$ cat config.mk
export PLATFORM = sky130hd
export DESIGN_NAME = bill_accum
export DESIGN_NICKNAME = d
export VERILOG_FILES = /design/src/rtl/bill_accum.sv
export SDC_FILE = /design/constraint.sdc
export NUM_CORES = 1
export LEC_CHECK = 0
export BUFFER_PORTS_ARGS = -buffer_cell sky130_fd_sc_hd__buf_2
export CORE_ASPECT_RATIO = 0.7
export CORE_UTILIZATION = 40
export DETAILED_ROUTE_END_ITERATION = 10
export GPL_TIMING_DRIVEN = 0
export PLACE_DENSITY = 0.6
export SYNTH_ARGS = -nofsm -noshare
export SYNTH_HDL_FRONTEND = slang
export SYNTH_SLANG_ARGS = --single-unit
$ cat constraint.sdc
create_clock -name sys_clk -period 6.4 [get_ports sys_clk]
set_clock_uncertainty 0.05 [all_clocks]
set_input_delay 0.64 -clock sys_clk [delete_from_list [all_inputs] [get_ports sys_clk]]
set_output_delay 0.64 -clock sys_clk [all_outputs]
set_load 0.02 [all_outputs]
$ cat src/rtl/bill_accum.sv
// ============================================================================
//  Module   : bill_accum
//  Purpose  : Debounces per-frame item labels, commits each placed item once
//             and accumulates a 4-digit BCD bill total plus an item count.
//  Revision : 1.0  initial release
// ============================================================================
`default_nettype none

`ifndef POSITION_WIDTH
`define POSITION_WIDTH 11
`endif
`ifndef PIC_X2
`define PIC_X2 639
`endif
`ifndef PIC_Y2
`define PIC_Y2 479
`endif

module bill_accum #(
    parameter int P_W            = `POSITION_WIDTH,
    parameter int STABLE_FRAMES  = 8,
    parameter int RELEASE_FRAMES = 4
) (
    input  logic           sys_clk,
    input  logic           sys_rst_n,
    input  logic [P_W-1:0] cnt_x_5,
    input  logic [P_W-1:0] cnt_y_5,
    input  logic           inpic_5,
    input  logic [63:0]    i_label,
    input  logic           bill_clr,
    output logic [15:0]    o_total_bcd,
    output logic [7:0]     o_item_cnt,
    output logic [63:0]    o_last_label,
    output logic           o_commit,
    output logic           o_busy
);

    localparam logic [P_W-1:0] c_PIC_X2  = P_W'(`PIC_X2);
    localparam logic [P_W-1:0] c_PIC_Y2  = P_W'(`PIC_Y2);
    localparam logic [3:0]     c_STABLE  = 4'(STABLE_FRAMES);
    localparam logic [3:0]     c_RELEASE = 4'(RELEASE_FRAMES);

    typedef enum logic [1:0] {
        IDLE      = 2'd0,
        CAND      = 2'd1,
        ADD       = 2'd2,
        COMMITTED = 2'd3
    } state_t;

    state_t      state_q, state_d;
    logic        fe_q, fe_d;
    logic [3:0]  stable_q, stable_d;
    logic [3:0]  release_q, release_d;
    logic [63:0] cand_q, cand_d;
    logic [1:0]  step_q, step_d;
    logic        carry_q, carry_d;
    logic [15:0] shadow_q, shadow_d;
    logic [15:0] total_q, total_d;
    logic [7:0]  cnt_q, cnt_d;
    logic [63:0] last_q, last_d;
    logic        commit_q, commit_d;

    logic        w_valid;
    logic        w_go_add;
    logic [3:0]  w_cur_digit;
    logic [3:0]  w_addend;
    logic [4:0]  w_sum;
    logic [3:0]  w_digit;
    logic        w_cout;

    function automatic logic is_digit(input logic [7:0] ch);
        return (ch >= 8'h30) && (ch <= 8'h39);
    endfunction

    // Valid label shape: byte3 '+', byte1 '.', byte2/byte0 decimal digits.
    assign w_valid = (i_label[31:24] == 8'h2B) && (i_label[15:8] == 8'h2E) &&
                     is_digit(i_label[23:16]) && is_digit(i_label[7:0]);

    assign fe_d = inpic_5 && (cnt_x_5 == c_PIC_X2) && (cnt_y_5 == c_PIC_Y2);

    // One BCD digit per ADD cycle; ASCII digit low nibble equals its value.
    always_comb begin
        w_cur_digit = shadow_q[{step_q, 2'b00} +: 4];
        w_addend    = (step_q == 2'd0) ? cand_q[3:0] :
                      (step_q == 2'd1) ? cand_q[19:16] : 4'd0;
        w_sum       = {1'b0, w_cur_digit} + {1'b0, w_addend} + {4'd0, carry_q};
        w_cout      = (w_sum > 5'd9);
        w_digit     = w_cout ? 4'(w_sum - 5'd10) : w_sum[3:0];
    end

    always_comb begin
        state_d   = state_q;
        stable_d  = stable_q;
        release_d = release_q;
        cand_d    = cand_q;
        step_d    = step_q;
        carry_d   = carry_q;
        shadow_d  = shadow_q;
        total_d   = total_q;
        cnt_d     = cnt_q;
        last_d    = last_q;
        commit_d  = 1'b0;
        w_go_add  = 1'b0;

        if (state_q == ADD) begin
            shadow_d[{step_q, 2'b00} +: 4] = w_digit;
            carry_d = w_cout;
            step_d  = step_q + 2'd1;
            if (step_q == 2'd3) begin
                total_d   = w_cout ? 16'h9999 : {w_digit, shadow_q[11:0]};
                cnt_d     = (cnt_q == 8'hFF) ? cnt_q : cnt_q + 8'd1;
                last_d    = cand_q;
                commit_d  = 1'b1;
                stable_d  = 4'd0;
                release_d = 4'd0;
                state_d   = COMMITTED;
            end
        end else if (fe_q) begin
            case (state_q)
                IDLE: begin
                    if (w_valid) begin
                        cand_d   = i_label;
                        stable_d = 4'd1;
                        state_d  = CAND;
                        w_go_add = (c_STABLE == 4'd1);
                    end
                end
                CAND: begin
                    if (!w_valid) begin
                        stable_d = 4'd0;
                        state_d  = IDLE;
                    end else if (i_label == cand_q) begin
                        stable_d = stable_q + 4'd1;
                        w_go_add = (stable_q + 4'd1 >= c_STABLE);
                    end else begin
                        cand_d   = i_label;
                        stable_d = 4'd1;
                        w_go_add = (c_STABLE == 4'd1);
                    end
                end
                COMMITTED: begin
                    if (w_valid && (i_label == last_q)) begin
                        release_d = 4'd0;
                    end else if (w_valid) begin
                        cand_d    = i_label;
                        stable_d  = 4'd1;
                        release_d = 4'd0;
                        state_d   = CAND;
                        w_go_add  = (c_STABLE == 4'd1);
                    end else if (release_q + 4'd1 >= c_RELEASE) begin
                        release_d = 4'd0;
                        state_d   = IDLE;
                    end else begin
                        release_d = release_q + 4'd1;
                    end
                end
                default: state_d = IDLE;
            endcase
            if (w_go_add) begin
                state_d  = ADD;
                shadow_d = total_q;
                carry_d  = 1'b0;
                step_d   = 2'd0;
            end
        end

        // Clear has priority over any sample or ADD completion.
        if (bill_clr) begin
            state_d   = IDLE;
            stable_d  = 4'd0;
            release_d = 4'd0;
            step_d    = 2'd0;
            carry_d   = 1'b0;
            shadow_d  = 16'd0;
            total_d   = 16'd0;
            cnt_d     = 8'd0;
            last_d    = 64'd0;
            commit_d  = 1'b0;
        end
    end

    always_ff @(posedge sys_clk or negedge sys_rst_n) begin
        if (!sys_rst_n) begin
            state_q   <= IDLE;
            fe_q      <= 1'b0;
            stable_q  <= 4'd0;
            release_q <= 4'd0;
            cand_q    <= 64'd0;
            step_q    <= 2'd0;
            carry_q   <= 1'b0;
            shadow_q  <= 16'd0;
            total_q   <= 16'd0;
            cnt_q     <= 8'd0;
            last_q    <= 64'd0;
            commit_q  <= 1'b0;
        end else begin
            state_q   <= state_d;
            fe_q      <= fe_d;
            stable_q  <= stable_d;
            release_q <= release_d;
            cand_q    <= cand_d;
            step_q    <= step_d;
            carry_q   <= carry_d;
            shadow_q  <= shadow_d;
            total_q   <= total_d;
            cnt_q     <= cnt_d;
            last_q    <= last_d;
            commit_q  <= commit_d;
        end
    end

    assign o_total_bcd  = total_q;
    assign o_item_cnt   = cnt_q;
    assign o_last_label = last_q;
    assign o_commit     = commit_q;
    assign o_busy       = (state_q == ADD);

endmodule

`default_nettype wire
==> results.json <==
{
  "setup_viol": 0,
  "pwr-share-comb_pct": 8.7,
  "fin_tns_setup_ns": 0,
  "drive_gt1_share_pct": 25.54,
  "muxShareOfSynthArea_pct": 8.029,
  "grt_usage_pct": 24.53,
  "crit_chain": "clkbuf_1, inv_1, ha_1, clkbuf_1, a21oi_1, fa_1, inv_1, fa_1, xor2_1, inv_1, ha_1, a21o_1, o31ai_2, inv_1, ha_1, o21ai_0, mux2_2",
  "finalCriticalPeriod_ns": 5.109,
  "cts_resized": 0,
  "io_buffers": 179,
  "hold_viol": 0,
  "path_max_fanout": 10,
  "synthCells": 814,
  "grt_pass1_vias": 6945,
  "clkSinkCount": 183,
  "die_area_mm2": 0.02404,
  "grt_pass1_wl_mm": 42.53,
  "routedLengthMet1_mm": 14.57,
  "ys.flop_type": "dfrtp_1",
  "yosysSeqAreaShare_pct": 48.90,
  "fmax_mhz": 195.8,
  "io_pins": 180,
  "cp_top_family": "adder cells",
  "critical_path_arrival_ns": 5.40,
  "synth_top_family_by_area": "compound AO/OA/AOI/OAI gates",
  "grt_max_degree": 122,
  "fillCellCount": 2141,
  "first_iter_violations": 624,
  "cts_tree": "done",
  "die_width_um": 184.9,
  "power_mw": 2.507,
  "fp.dieH_um": 130.0,
  "fin_util_pct": 49.63,
  "finalCritPeriodShare_pct": 79.82,
  "postRouteAntennaNets": 0,
  "synth-compound-area-share_pct": 13.60,
  "p_per_area_mw_per_mm2": 221.6,
  "yosys.area_share.simple_pct": 12.73,
  "synth_largest_area_cell": "dfrtp_1",
  "p_int_mw": 1.817,
  "r2r_slack_ns": 1.29,
  "synthTopCellsByArea": "dfrtp_1 49%, a22o_1 7.6%, xor2_1 6.7%",
  "overflow": 0,
  "async_flop_share_pct": 100.0,
  "core_mm2": 0.02279,
  "yosys.cell_types.count": 62,
  "drc": 0,
  "syn_nets": 924,
  "crit_start": "step_q[0]$_DFFE_PN0P_",
  "ctsHoldBuffers": 0,
  "wl_per_cell_um": 21.54,
  "avgViaCountPerCell": 5.516,
  "dr_wl_met2_mm": 11.52,
  "crit_path_start_kind": "flip-flop",
  "ys_top_cells_by_count": "183 x dfrtp_1, 81 x a22o_1, 72 x xor2_1",
  "cp_common_cell": "inv_1",
  "r2r_end": "shadow_q[1]$_DFFE_PN0P_",
  "place.gp.congestion": 0.9363,
  "min_path_type": "in -> async",
  "num_vias": 7386,
  "cts.clk_slew.worst_paths_ns": 0.08,
  "slew_viol_final": 0,
  "numCtsBuffers": 17,
  "crit_end": "shadow_q[1]$_DFFE_PN0P_",
  "crit_cells": 17,
  "outcome": "finished, final reports clean",
  "avgSynthCellArea_um2": 11.51,
  "synthAdderAreaFrac_pct": 2.832,
  "initial_core_util_pct": 41.09,
  "ir_drop_uv": 191.9,
  "clockPowerShare_pct": 44.4,
  "max_slew_margin_pct": 39.23,
  "post_cts_buffers": 0,
  "critPathKind": "reg -> reg",
  "highest_layer": "met4",
  "rr_worst_depth": 17,
  "crit_required_ns": 6.69,
  "sequentialPowerShare_pct": 46.8,
  "drt-total-wl_mm": 28.84,
  "met3_length_mm": 2.403,
  "yosysTopAreaCellShare_pct": 48.90,
  "synth_most_common_cell": "dfrtp_1",
  "hpwl_mm": 22.12,
  "area_delta_synth_final_pct": 20.77,
  "cts-root-buf": "clkbuf_16",
  "cap_violations": 0,
  "switching_share_pct": 27.50,
  "rows": 46,
  "p_switching_mw": 0.6892,
  "nets": 1123,
  "synth_edf_count": 0,
  "slowest_stage": "o31ai_2",
  "antenna_found_initial": 1,
  "holdWs_ns": 0.05748,
  "rsz0062_at_grt": "false",
  "synth_xor_area_share_pct": 11.22,
  "insertion_delay_ns": 0.45,
  "tightest_slew_ns": 0.9061,
  "path_buf_inv": 6,
  "htree_levels": 4,
  "cts_buffer_depth": 2,
  "synth-seq-cells": 183,
  "dr.pass1.iters": 5,
  "cpPeakStageDelay_ns": 0.73,
  "synth_area_mm2": 0.009365,
  "leakage_nw": 5.695,
  "rr_startpoint": "step_q[0]$_DFFE_PN0P_",
  "ys_warn_count": 0,
  "endpoint_kind": "flip-flop"
}
[stage by stage]
stage	cell area (µm²)	worst slack, ns	cells
after floorplan	9365	2.279	814
after global placement	10650	1.430	1305
after detailed placement	10690	1.306	1306
after CTS	11310	1.309	1338
after global routing	11310	0.8966	1339
final	11310	1.291	1339
[layer usage]
| layer | GRT usage [%] | up-vias |
|---|---|---|
| met5 | 0 | - |
| met4 | 6.514 | 0 |
| met3 | 6.615 | 25 |
| met2 | 32.44 | 269 |
| met1 | 38.51 | 3701 |
| li1 | - | 3391 |
[state kept, by name (all words and copies together) (netlist names)]
register      count
cand_q           64
carry_q           1
fe_q              1
o_commit          1
o_item_cnt        8
o_last_label     64
o_total_bcd      16
release_q         4
shadow_q         16
stable_q          4
state_q           2
step_q            2
[cells in the final DEF, fill, tap and decap left out, types with 4 or more instances in the layout]
cell,n
or2_2,9
and3_1,4
nor2b_1,20
xnor2_1,48
a21o_1,5
buf_6,4
o21ai_2,4
nor3_1,4
clkbuf_1,23
mux4_2,4
ha_1,18
nand2b_1,8
inv_1,26
nor4b_1,4
inv_6,4
clkinv_8,4
mux2_1,36
o31ai_1,4
nand4b_1,5
nand2_1,45
clkbuf_16,17
xor2_1,72
nor4bb_1,4
buf_2,178
a22o_1,81
dfrtp_1,183
nor2_1,20
nand3_1,6
o21ai_0,32
a21oi_1,15
or2_1,6
nor4_1,26
mux2_2,21
nand4_1,25
[layout make-up]
type	count	area, µm²	share of cell area [%]
clock buffers	18	439.2	3.883
multi-input cells	573	4534	40.09
diodes	1	2.502	0.02212
flip-flops and latches	183	4579	40.49
well taps	312	390.4	3.451
inverters	27	101.3	0.8960
repair buffers	180	933.4	8.252
plain buffers	31	150.1	1.327
clock inverters	14	180.2	1.593
[worst min path at each step]
| stage | startpoint | slack, ns | end | cells past startpoint |
|---|---|---|---|---|
| CTS | sys_rst_n | 0.09 | o_last_label[49]$_DFFE_PN0P_ | 1 |
| detailed placement | o_total_bcd[0]$_DFFE_PN0P_ | 0.44 | o_total_bcd[0]$_DFFE_PN0P_ | 2 |
| global placement | o_total_bcd[0]$_DFFE_PN0P_ | 0.43 | o_total_bcd[0]$_DFFE_PN0P_ | 2 |
| global route | sys_rst_n | 0.1 | o_last_label[49]$_DFFE_PN0P_ | 1 |
| finish | sys_rst_n | 0.06 | o_last_label[49]$_DFFE_PN0P_ | 1 |
| floorplan | sys_rst_n | 0.29 | cand_q[0]$_DFFE_PN0P_ | 0 |
[cells by family (layout without fill, tap and decap cells)]
logic type / Yosys count / count (layout)
compound gates: 166 / 166
xor+xnor: 120 / 120
fa+ha+maj: 20 / 20
buf+inv: 58 / 270
flops: 183 / 183
mux: 63 / 63
other cells: 0 / 1
simple gates: 204 / 204
[power by group through the flow]
stage | registers (mW) | clock network [mW] | logic (mW)
after floorplan | 1.20 | 0 | 0.0998
after global placement | 1.20 | 0 | 0.212
after detailed placement | 1.20 | 0 | 0.216
after CTS | 1.17 | 1.13 | 0.218
after global routing | 1.18 | 1.17 | 0.241
final | 1.17 | 1.11 | 0.219
Power figures use the tool's default switching activity.
